<file path="src/rtl/i2c_read_responder_pkg.sv">
// Shared widths, fill byte and responder state encoding for the I2C register read path.
package i2c_read_responder_pkg;

  localparam int unsigned I2C_ADDR_WIDTH = 7;
  localparam int unsigned I2C_DATA_WIDTH = 8;
  localparam int unsigned REG_ADDR_WIDTH = 8;

  // Byte presented to the master when the register file never answers.
  localparam logic [I2C_DATA_WIDTH-1:0] I2C_RD_FILL = 8'hFF;

  typedef enum logic [2:0] {
    RSP_IDLE,
    RSP_ADDR,
    RSP_PTR,
    RSP_WAIT_RD,
    RSP_PRESENT,
    RSP_WAIT_ACK
  } rsp_state_t;

  function automatic logic [REG_ADDR_WIDTH-1:0] next_reg_ptr(
    input logic [REG_ADDR_WIDTH-1:0] ptr,
    input int unsigned               count
  );
    return (32'(ptr) == count - 1) ? '0 : ptr + 1'b1;
  endfunction

endpackage

</file>
<file path="src/rtl/i2c_read_responder_if.sv">
// Byte-engine and register-file handshake bundle seen by the I2C read responder.
interface i2c_read_responder_if;
  import i2c_read_responder_pkg::*;

  // Byte-level engine side
  logic                       start;
  logic                       stop;
  logic                       rx_valid;
  logic [I2C_DATA_WIDTH-1:0]  rx_data;
  logic                       tx_ready;
  logic [I2C_DATA_WIDTH-1:0]  tx_data;
  logic                       tx_valid;
  logic                       mack_valid;
  logic                       mack_nack;

  // Register file side
  logic                       rd_en;
  logic [REG_ADDR_WIDTH-1:0]  rd_addr;
  logic                       rd_valid;
  logic [I2C_DATA_WIDTH-1:0]  rd_data;

  modport slave (
    input  start, stop, rx_valid, rx_data, tx_ready, mack_valid, mack_nack, rd_valid, rd_data,
    output tx_data, tx_valid, rd_en, rd_addr
  );

  modport master (
    output start, stop, rx_valid, rx_data, tx_ready, mack_valid, mack_nack, rd_valid, rd_data,
    input  tx_data, tx_valid, rd_en, rd_addr
  );

endinterface

</file>
<file path="src/rtl/i2c_read_responder.sv">
// Slave-side I2C read path: tracks the register pointer from writes and streams register
// bytes to the byte engine, auto-incrementing until master NACK, STOP or repeated START.
module i2c_read_responder
  import i2c_read_responder_pkg::*;
#(
  parameter logic [I2C_ADDR_WIDTH-1:0] DEVICE_ADDR = 7'h40,
  parameter int unsigned               REG_COUNT   = 256,
  parameter int unsigned               RD_TIMEOUT  = 15
) (
  input  logic                 clk,
  input  logic                 reset,
  input  logic                 sleep,
  output logic                 busy,
  output logic                 rd_timeout,
  i2c_read_responder_if.slave  bus
);

  localparam logic [7:0] TimeoutLast = 8'(RD_TIMEOUT - 1);

  rsp_state_t                state_q, state_d;
  logic [REG_ADDR_WIDTH-1:0] reg_ptr_q, reg_ptr_d;
  logic [I2C_DATA_WIDTH-1:0] tx_data_q, tx_data_d;
  logic                      tx_valid_q, tx_valid_d;
  logic                      rd_en_q, rd_en_d;
  logic [REG_ADDR_WIDTH-1:0] rd_addr_q, rd_addr_d;
  logic [7:0]                cnt_q, cnt_d;
  logic                      busy_q, busy_d;
  logic                      timeout_q, timeout_d;

  logic addr_match;
  assign addr_match = (bus.rx_data[I2C_DATA_WIDTH-1:1] == DEVICE_ADDR);

  always_comb begin
    state_d    = state_q;
    reg_ptr_d  = reg_ptr_q;
    tx_data_d  = tx_data_q;
    tx_valid_d = tx_valid_q;
    rd_en_d    = 1'b0;
    rd_addr_d  = rd_addr_q;
    cnt_d      = cnt_q;
    timeout_d  = 1'b0;

    // START outranks STOP, which outranks everything the current state would do.
    if (bus.start) begin
      state_d    = RSP_ADDR;
      tx_valid_d = 1'b0;
      cnt_d      = '0;
    end else if (bus.stop) begin
      state_d    = RSP_IDLE;
      tx_valid_d = 1'b0;
      cnt_d      = '0;
    end else begin
      unique case (state_q)
        RSP_IDLE: ;

        RSP_ADDR: begin
          if (bus.rx_valid) begin
            if (!addr_match) begin
              state_d = RSP_IDLE;
            end else if (!bus.rx_data[0]) begin
              state_d = RSP_PTR;
            end else if (sleep) begin
              state_d = RSP_IDLE;
            end else begin
              rd_en_d   = 1'b1;
              rd_addr_d = reg_ptr_q;
              cnt_d     = '0;
              state_d   = RSP_WAIT_RD;
            end
          end
        end

        RSP_PTR: begin
          if (bus.rx_valid) begin
            reg_ptr_d = bus.rx_data[REG_ADDR_WIDTH-1:0];
            state_d   = RSP_IDLE;
          end
        end

        RSP_WAIT_RD: begin
          // Real data arriving on the expiry cycle still wins over the fill byte.
          if (bus.rd_valid) begin
            tx_data_d  = bus.rd_data;
            tx_valid_d = 1'b1;
            cnt_d      = '0;
            state_d    = RSP_PRESENT;
          end else if (cnt_q == TimeoutLast) begin
            tx_data_d  = I2C_RD_FILL;
            tx_valid_d = 1'b1;
            timeout_d  = 1'b1;
            cnt_d      = '0;
            state_d    = RSP_PRESENT;
          end else begin
            cnt_d = cnt_q + 8'd1;
          end
        end

        RSP_PRESENT: begin
          if (tx_valid_q && bus.tx_ready) begin
            tx_valid_d = 1'b0;
            reg_ptr_d  = next_reg_ptr(reg_ptr_q, REG_COUNT);
            state_d    = RSP_WAIT_ACK;
          end
        end

        RSP_WAIT_ACK: begin
          if (bus.mack_valid) begin
            if (bus.mack_nack) begin
              state_d = RSP_IDLE;
            end else begin
              rd_en_d   = 1'b1;
              rd_addr_d = reg_ptr_q;
              cnt_d     = '0;
              state_d   = RSP_WAIT_RD;
            end
          end
        end

        default: state_d = RSP_IDLE;
      endcase
    end

    busy_d = (state_d != RSP_IDLE);
  end

  always_ff @(posedge clk or posedge reset) begin
    if (reset) begin
      state_q    <= RSP_IDLE;
      reg_ptr_q  <= '0;
      tx_data_q  <= '0;
      tx_valid_q <= 1'b0;
      rd_en_q    <= 1'b0;
      rd_addr_q  <= '0;
      cnt_q      <= '0;
      busy_q     <= 1'b0;
      timeout_q  <= 1'b0;
    end else begin
      state_q    <= state_d;
      reg_ptr_q  <= reg_ptr_d;
      tx_data_q  <= tx_data_d;
      tx_valid_q <= tx_valid_d;
      rd_en_q    <= rd_en_d;
      rd_addr_q  <= rd_addr_d;
      cnt_q      <= cnt_d;
      busy_q     <= busy_d;
      timeout_q  <= timeout_d;
    end
  end

  assign bus.tx_data  = tx_data_q;
  assign bus.tx_valid = tx_valid_q;
  assign bus.rd_en    = rd_en_q;
  assign bus.rd_addr  = rd_addr_q;
  assign busy         = busy_q;
  assign rd_timeout   = timeout_q;

endmodule
</file>
<file path="src/flat_wrapper.sv">
// flat-port wrapper written by rule: the top's interface ports become plain ports
module i2c_read_responder_flat import i2c_read_responder_pkg::*;
#(
  parameter logic [I2C_ADDR_WIDTH-1:0] DEVICE_ADDR = 7'h40,
  parameter int unsigned               REG_COUNT   = 256,
  parameter int unsigned               RD_TIMEOUT  = 15
)
  (clk, reset, sleep, busy, rd_timeout, bus_start, bus_stop, bus_rx_valid, bus_rx_data, bus_tx_ready, bus_mack_valid, bus_mack_nack, bus_rd_valid, bus_rd_data, bus_tx_data, bus_tx_valid, bus_rd_en, bus_rd_addr);
  i2c_read_responder_if bus_i ();
  input  logic clk;
  input  logic reset;
  input  logic sleep;
  output logic busy;
  output logic rd_timeout;
  input wire logic [$bits(bus_i.start)-1:0] bus_start;
  input wire logic [$bits(bus_i.stop)-1:0] bus_stop;
  input wire logic [$bits(bus_i.rx_valid)-1:0] bus_rx_valid;
  input wire logic [$bits(bus_i.rx_data)-1:0] bus_rx_data;
  input wire logic [$bits(bus_i.tx_ready)-1:0] bus_tx_ready;
  input wire logic [$bits(bus_i.mack_valid)-1:0] bus_mack_valid;
  input wire logic [$bits(bus_i.mack_nack)-1:0] bus_mack_nack;
  input wire logic [$bits(bus_i.rd_valid)-1:0] bus_rd_valid;
  input wire logic [$bits(bus_i.rd_data)-1:0] bus_rd_data;
  output wire logic [$bits(bus_i.tx_data)-1:0] bus_tx_data;
  output wire logic [$bits(bus_i.tx_valid)-1:0] bus_tx_valid;
  output wire logic [$bits(bus_i.rd_en)-1:0] bus_rd_en;
  output wire logic [$bits(bus_i.rd_addr)-1:0] bus_rd_addr;
  assign bus_i.start = bus_start;
  assign bus_i.stop = bus_stop;
  assign bus_i.rx_valid = bus_rx_valid;
  assign bus_i.rx_data = bus_rx_data;
  assign bus_i.tx_ready = bus_tx_ready;
  assign bus_i.mack_valid = bus_mack_valid;
  assign bus_i.mack_nack = bus_mack_nack;
  assign bus_i.rd_valid = bus_rd_valid;
  assign bus_i.rd_data = bus_rd_data;
  assign bus_tx_data = bus_i.tx_data;
  assign bus_tx_valid = bus_i.tx_valid;
  assign bus_rd_en = bus_i.rd_en;
  assign bus_rd_addr = bus_i.rd_addr;
  i2c_read_responder #(.DEVICE_ADDR(DEVICE_ADDR), .REG_COUNT(REG_COUNT), .RD_TIMEOUT(RD_TIMEOUT)) u_core (.clk(clk), .reset(reset), .sleep(sleep), .busy(busy), .rd_timeout(rd_timeout), .bus(bus_i));
endmodule
</file>
<file path="config.mk">
export PLATFORM = sky130hd
export DESIGN_NAME = i2c_read_responder_flat
export DESIGN_NICKNAME = d
export VERILOG_FILES = /design/src/rtl/i2c_read_responder_pkg.sv /design/src/rtl/i2c_read_responder_if.sv /design/src/rtl/i2c_read_responder.sv /design/src/flat_wrapper.sv
export SDC_FILE = /design/constraint.sdc
export NUM_CORES = 1
export LEC_CHECK = 0
export CORE_MARGIN = 8
export CORE_UTILIZATION = 50
export DETAILED_ROUTE_END_ITERATION = 6
export PLACE_DENSITY = 0.79
export SLEW_MARGIN = 20
export SYNTH_ARGS = -nofsm -noshare
export SYNTH_HDL_FRONTEND = slang
export SYNTH_SLANG_ARGS = --single-unit
</file>
<file path="constraint.sdc">
create_clock -name clk -period 2.3 [get_ports clk]
set_clock_uncertainty 0.1 [all_clocks]
set_input_delay 0.46 -clock clk [delete_from_list [all_inputs] [get_ports clk]]
set_output_delay 0.46 -clock clk [all_outputs]
set_load 0.02 [all_outputs]
</file>
# [Word-level counts from Yosys, hierarchy flattened]
# Index checks and enable logic that the tools add are counted.
[classes] addsub=2 multipliers=0 div_mod_pow=0 order_cmp=0 eq_ne=24 shift=0 muxes=57 n_bitwise=2 reduce_logical=13
[op_table] cell="2-to-1 mux 8 bit" n=21
[op_table] cell="one-hot mux 8 bit (2 select lines)" n=2
[op_table] cell="2-to-1 mux 3 bit" n=10
[op_table] cell="one-hot mux 8 bit (3 select lines)" n=1
[op_table] cell="inequality test 4 bit, second input constant" n=5
[op_table] cell="2-to-1 mux 1 bit" n=18
[op_table] cell="one-hot mux 3 bit (6 select lines)" n=1
[op_table] cell="adder 8 x 1 -> 8 bit, second input constant" n=2
[op_table] cell="inequality test 2 bit, second input constant" n=6
[op_table] cell="AND reduction 9 bit" n=1
[op_table] cell="== test 8 x 4 -> 1 bit, second input constant" n=1
[op_table] cell="== test 8 bit, second input constant" n=1
[op_table] cell="inequality test 4 x 3 -> 1 bit, second input constant" n=2
[op_table] cell="== test 7 bit, second input constant" n=1
[op_table] cell="AND reduction 7 bit" n=1
[op_table] cell="== test 3 x 2 -> 1 bit, second input constant" n=2
[op_table] cell="== test 3 bit, second input constant" n=2
[op_table] cell="nonzero test 2 bit" n=3
[op_table] cell="inequality test 5 x 4 -> 1 bit, second input constant" n=1
[op_table] cell="AND reduction 5 bit" n=1
[op_table] cell="nonzero test 5 bit" n=1
[op_table] cell="2-to-1 mux 2 bit" n=2
[op_table] cell="inequality test 2 x 1 -> 1 bit, second input constant" n=2
[op_table] cell="one-hot mux 1 bit (2 select lines)" n=2
[op_table] cell="other kinds (8)" n=9
[word_totals] regBits=39 latchBits=0 ram_bits=0 romBits=0 output_inout_bits=20 elab_cells=107 mem_count=0

# [Longest topological paths before layout]
[logic_depth] word_depth=8 ltp_mapped=7

# [Worst setup path after synthesis]
# OpenSTA, ideal clock, no wires.
[synth_timing] kind="in2reg" start="input port bus_rx_data[4]" end="register u_core.rd_addr_q[5] (netlist: u_core.bus.rd_addr[5])" setup_time_ns=0.125 arrival_ns=1.789 required_ns=2.075 setup_slack_ns=0.286 path_stages=4 path_cell_list="or4b_4 > o31ai_4 > nand2_4 > mux2_4"
[synth_via] elab_chain_cells=3
[synth_lines] element="start, declared" line_no="flat_wrapper.sv:18" source="input wire logic [$bits(bus_i.rx_data)-1:0] bus_rx_data;"
[synth_lines] element="== test 7 bit" line_no="i2c_read_responder.sv:31" source="assign addr_match = (bus.rx_data[I2C_DATA_WIDTH-1:1] == DEVICE_ADDR);"
[synth_lines] element="inequality test 2 x 1 -> 1 bit (no line)"
[synth_lines] element="AND reduction 9 bit (no line)"
[synth_lines] element="end signal, assigned" line_no="i2c_read_responder.sv:143" source="rd_addr_q <= rd_addr_d;"
[synth_lines] element="end, declared" line_no="i2c_read_responder.sv:25" source="logic [REG_ADDR_WIDTH-1:0] rd_addr_q, rd_addr_d;"
# Every way passes these cells.
# A chain may end at the register's enable or synchronous reset.

# [Worst setup path in the final report]
[layout_timing] start="input port bus_rx_data[1]" end="register u_core.rd_addr_q[7] (netlist: u_core.bus.rd_addr[7])"
# The elaborated chain is that of the path after synthesis.

==> impl_metrics.env <==
export IMPL_tightest_slew_ns=0.633
export IMPL_cts_buffers=5
export IMPL_yosys_top_cells_count="dfrtp_1, nand2_1, o21ai_1, a21oi_1, nor2_1"
export IMPL_hold_ws_ns=0.409
export IMPL_max_freq_mhz=450
export IMPL_drt_iter0_drc=122
export IMPL_post_cts_buffers=0
export IMPL_antenna_found_initial=0
export IMPL_grt_max_degree=40
export IMPL_clockBufferDepth=2
export IMPL_hold_violations=0
export IMPL_slew_headroom_pct=57.6
export IMPL_rows=23
export IMPL_synth_edff_count=0
export IMPL_synthTopCellsByArea="dfrtp_1, mux2_4, o21ai_1, a21oi_1, nand2_1"
export IMPL_cp_arrival_ns=2.30
export IMPL_path_clk_slew_ns=0.07
export IMPL_ys_seq_area_share_pct=47.8
export IMPL_cts_tree="yes"
export IMPL_design_area_um2=2790
export IMPL_yosysTopAreaCellShare_pct=47.8
export IMPL_htreeDepth=2
export IMPL_setup_viol=0
export IMPL_ios=46
export IMPL_area_growth_pct=36.4
export IMPL_yosysTopAreaCell="dfrtp_1"
export IMPL_multi_input_area_um2=1010
export IMPL_drv_cap=0
export IMPL_gr_usage_met1_pct=21.2
export IMPL_slowest_stage="or4_4"
export IMPL_dieArea_um2=6390
export IMPL_crit_chain="clkdlybuf4s50_1 -> or4_4 -> o31ai_4 -> nand2_4 -> mux2_4"
export IMPL_critPathMaxFanout=9
export IMPL_via_count=1814
export IMPL_met3_usage_pct=4.17
export IMPL_finalPower_mw=1.40
export IMPL_switching_share_pct=21.1
export IMPL_netlist_area_um2=2040
export IMPL_syn_inst=202
export IMPL_post_route_drc_count=0
export IMPL_async_reset_ff_share_pct=100
export IMPL_initial_utilization_pct=51.4
export IMPL_clock_latency_ns=0.29
export IMPL_ant_nets=0
export IMPL_path_buf_inv=1
export IMPL_p_leak_nw=1.23
export IMPL_busiest_layer="met2"
export IMPL_ys_warn_count=0
export IMPL_synth_avg_cell_area_um2=10.1
export IMPL_use_met2_pct=24.5
export IMPL_dp_hpwl_um=3760
export IMPL_io_buffers=45
export IMPL_min_period_over_period_pct=96.6
export IMPL_synth_most_common_cell="dfrtp_1"
export IMPL_hold_buffers=0
export IMPL_nets=294
export IMPL_slew_violations=0
export IMPL_ys_flop_type="dfrtp_1"
export IMPL_wirelength_um=5120
export IMPL_rsz0062_at_grt="false"
export IMPL_holdCritPathClass="flop to flop"
export IMPL_max_stage_delay_ns=0.56
export IMPL_fill_cells=310
export IMPL_pwr_density_cell_nw_per_um2=504
export IMPL_cts_root_buf="clkbuf_8"
export IMPL_grt_overflow=0
export IMPL_track_usage_pct=16.1
export IMPL_synth_seq_cells=39
export IMPL_layout_drive_gt1_share_pct=15.8
export IMPL_diodes=0
export IMPL_seqPwrFrac_pct=49.5
export IMPL_die_y_um=79.9
export IMPL_die_x_um=79.9
export IMPL_drt_first_pass_iters=4
export IMPL_p_clk_share_pct=42.0
export IMPL_setup_worst_path_start_class="input port"
export IMPL_cts_sinks=39
export IMPL_outcome="finished clean"
export IMPL_seq_area_um2=976
export IMPL_grt_pass1_vias=1775
export IMPL_pwr_share_comb_pct=8.5
export IMPL_irDropWorstVdd_v=0.000302
export IMPL_gp_congestion=0.865
export IMPL_wl_per_cell_um=16.2
export IMPL_dpl_cell_area_um2=2670
export IMPL_coreArea_um2=3970
export IMPL_power_switching_mw=0.297
export IMPL_cell_internal_pwr_mw=1.11
export IMPL_grt_pass1_wl_um=8260
export IMPL_synth_cell_types=52
export IMPL_critPathKind="input port to flop"
export IMPL_critical_path_endpoint_type="flop"
export IMPL_required_ns=2.37
export IMPL_finalCriticalPeriod_ns=2.22
export IMPL_synthesis_nets=231
export IMPL_viasPerCell=5.74
export IMPL_critPathTopFamily="simple AND/OR/NAND/NOR gates"
==> sequential cells by signal (all words and copies together), names as in the netlist <==
signal and cells:
u_core.state_q 3, u_core.reg_ptr_q 8, u_core.rd_timeout 1, u_core.bus.rd_en 1, u_core.bus.rd_addr 8, u_core.busy 1
u_core.bus.tx_data 8, u_core.cnt_q 8, u_core.bus.tx_valid 1
==> through the flow <==
step	util, %	worst slack (ns)	setup TNS [ns]	instances
after floorplan	-	0.286	0	202
after global placement	67.1	-0.208	-3.35	309
after detailed placement	67.1	-0.252	-3.77	309
after CTS	70.1	0.0649	0	317
after global routing	70.2	0.0266	0	316
final	70.2	0.0787	0	316
==> cell type report <==
class	instances	share of cell area, %
Timing Repair Buffer	63	21.0
Sequential cell	39	35.0
Clock buffer	6	2.96
Clock inverter	2	1.26
Tap cell	50	2.25
Inverter	9	1.21
Multi-Input combinational cell	147	36.3
==> final timing paths <==
check	depth (start not counted)	slack, ns	start	endpoint
setup reg to reg	7	0.16	u_core.cnt_q[0]	u_core.busy
max in group asynchronous	3	1.26	reset	u_core.bus.tx_valid
hold / removal	1	0.41	u_core.bus.tx_data[0]	u_core.bus.tx_data[0]
setup / recovery	5	0.08	bus_rx_data[1]	u_core.bus.rd_addr[7]
hold reg to reg	1	0.41	u_core.bus.tx_data[0]	u_core.bus.tx_data[0]
min in group asynchronous	3	0.49	reset	u_core.bus.rd_en
==> routing by layer <==
layer  routed length [um]  vias up  part of all wire (%)
met5                    0        -                     0
met4                   72        0                   1.4
met3                  352        7                   6.9
met2                 2330       76                    46
met1                 2360      856                    46
li1                     -      875                     -
==> kinds of logic after synthesis <==
logic type,after synthesis,synth area share (%)
AO/OA/AOI/OAI,64,21.7
adder cells (fa/ha/maj),3,1.84
buffers and inverters,16,3.25
flip-flops,39,47.8
multiplexers,8,5.63
AND/OR/NAND/NOR,72,19.8
==> power by group through the flow <==
stage               Clock, mW  Sequential [mW]  Combinational [mW]
finish                  0.590            0.695               0.119
global route            0.627            0.695               0.130
CTS                     0.602            0.695               0.120
detailed placement          0            0.709               0.119
global placement            0            0.708               0.118
floorplan                   0            0.707              0.0443
==> repair_timing <==
| item | CTS | global route |
|---|---|---|
| endpoints found under the hold margin | 0 | 0 |
| resized for setup | 0 | 2 |
| endpoints found under the setup margin | 0 | 4 |
==> placed cells by master, fill, tap and decap left out, drive strengths merged, types with 2 or more instances in the layout <==
cell type,netlist,layout
ha,3,3
nor2b,2,2
or2,2,2
nor2,13,13
a211oi,2,2
o22a,8,8
a21oi,15,15
and4,3,3
o41ai,2,2
inv,9,9
nand2,21,21
nand2b,3,3
a21o,2,2
o31ai,2,2
nand4b,2,2
clkdlybuf4s50,0,45
dfrtp,39,39
nor3,3,3
clkbuf,3,6
o21ai,21,21
or3,5,5
nand3,5,5
a31oi,2,2
nand3b,3,3
mux2,7,7
buf,4,18
nor4,3,3
Power figures use the tool's default switching activity.
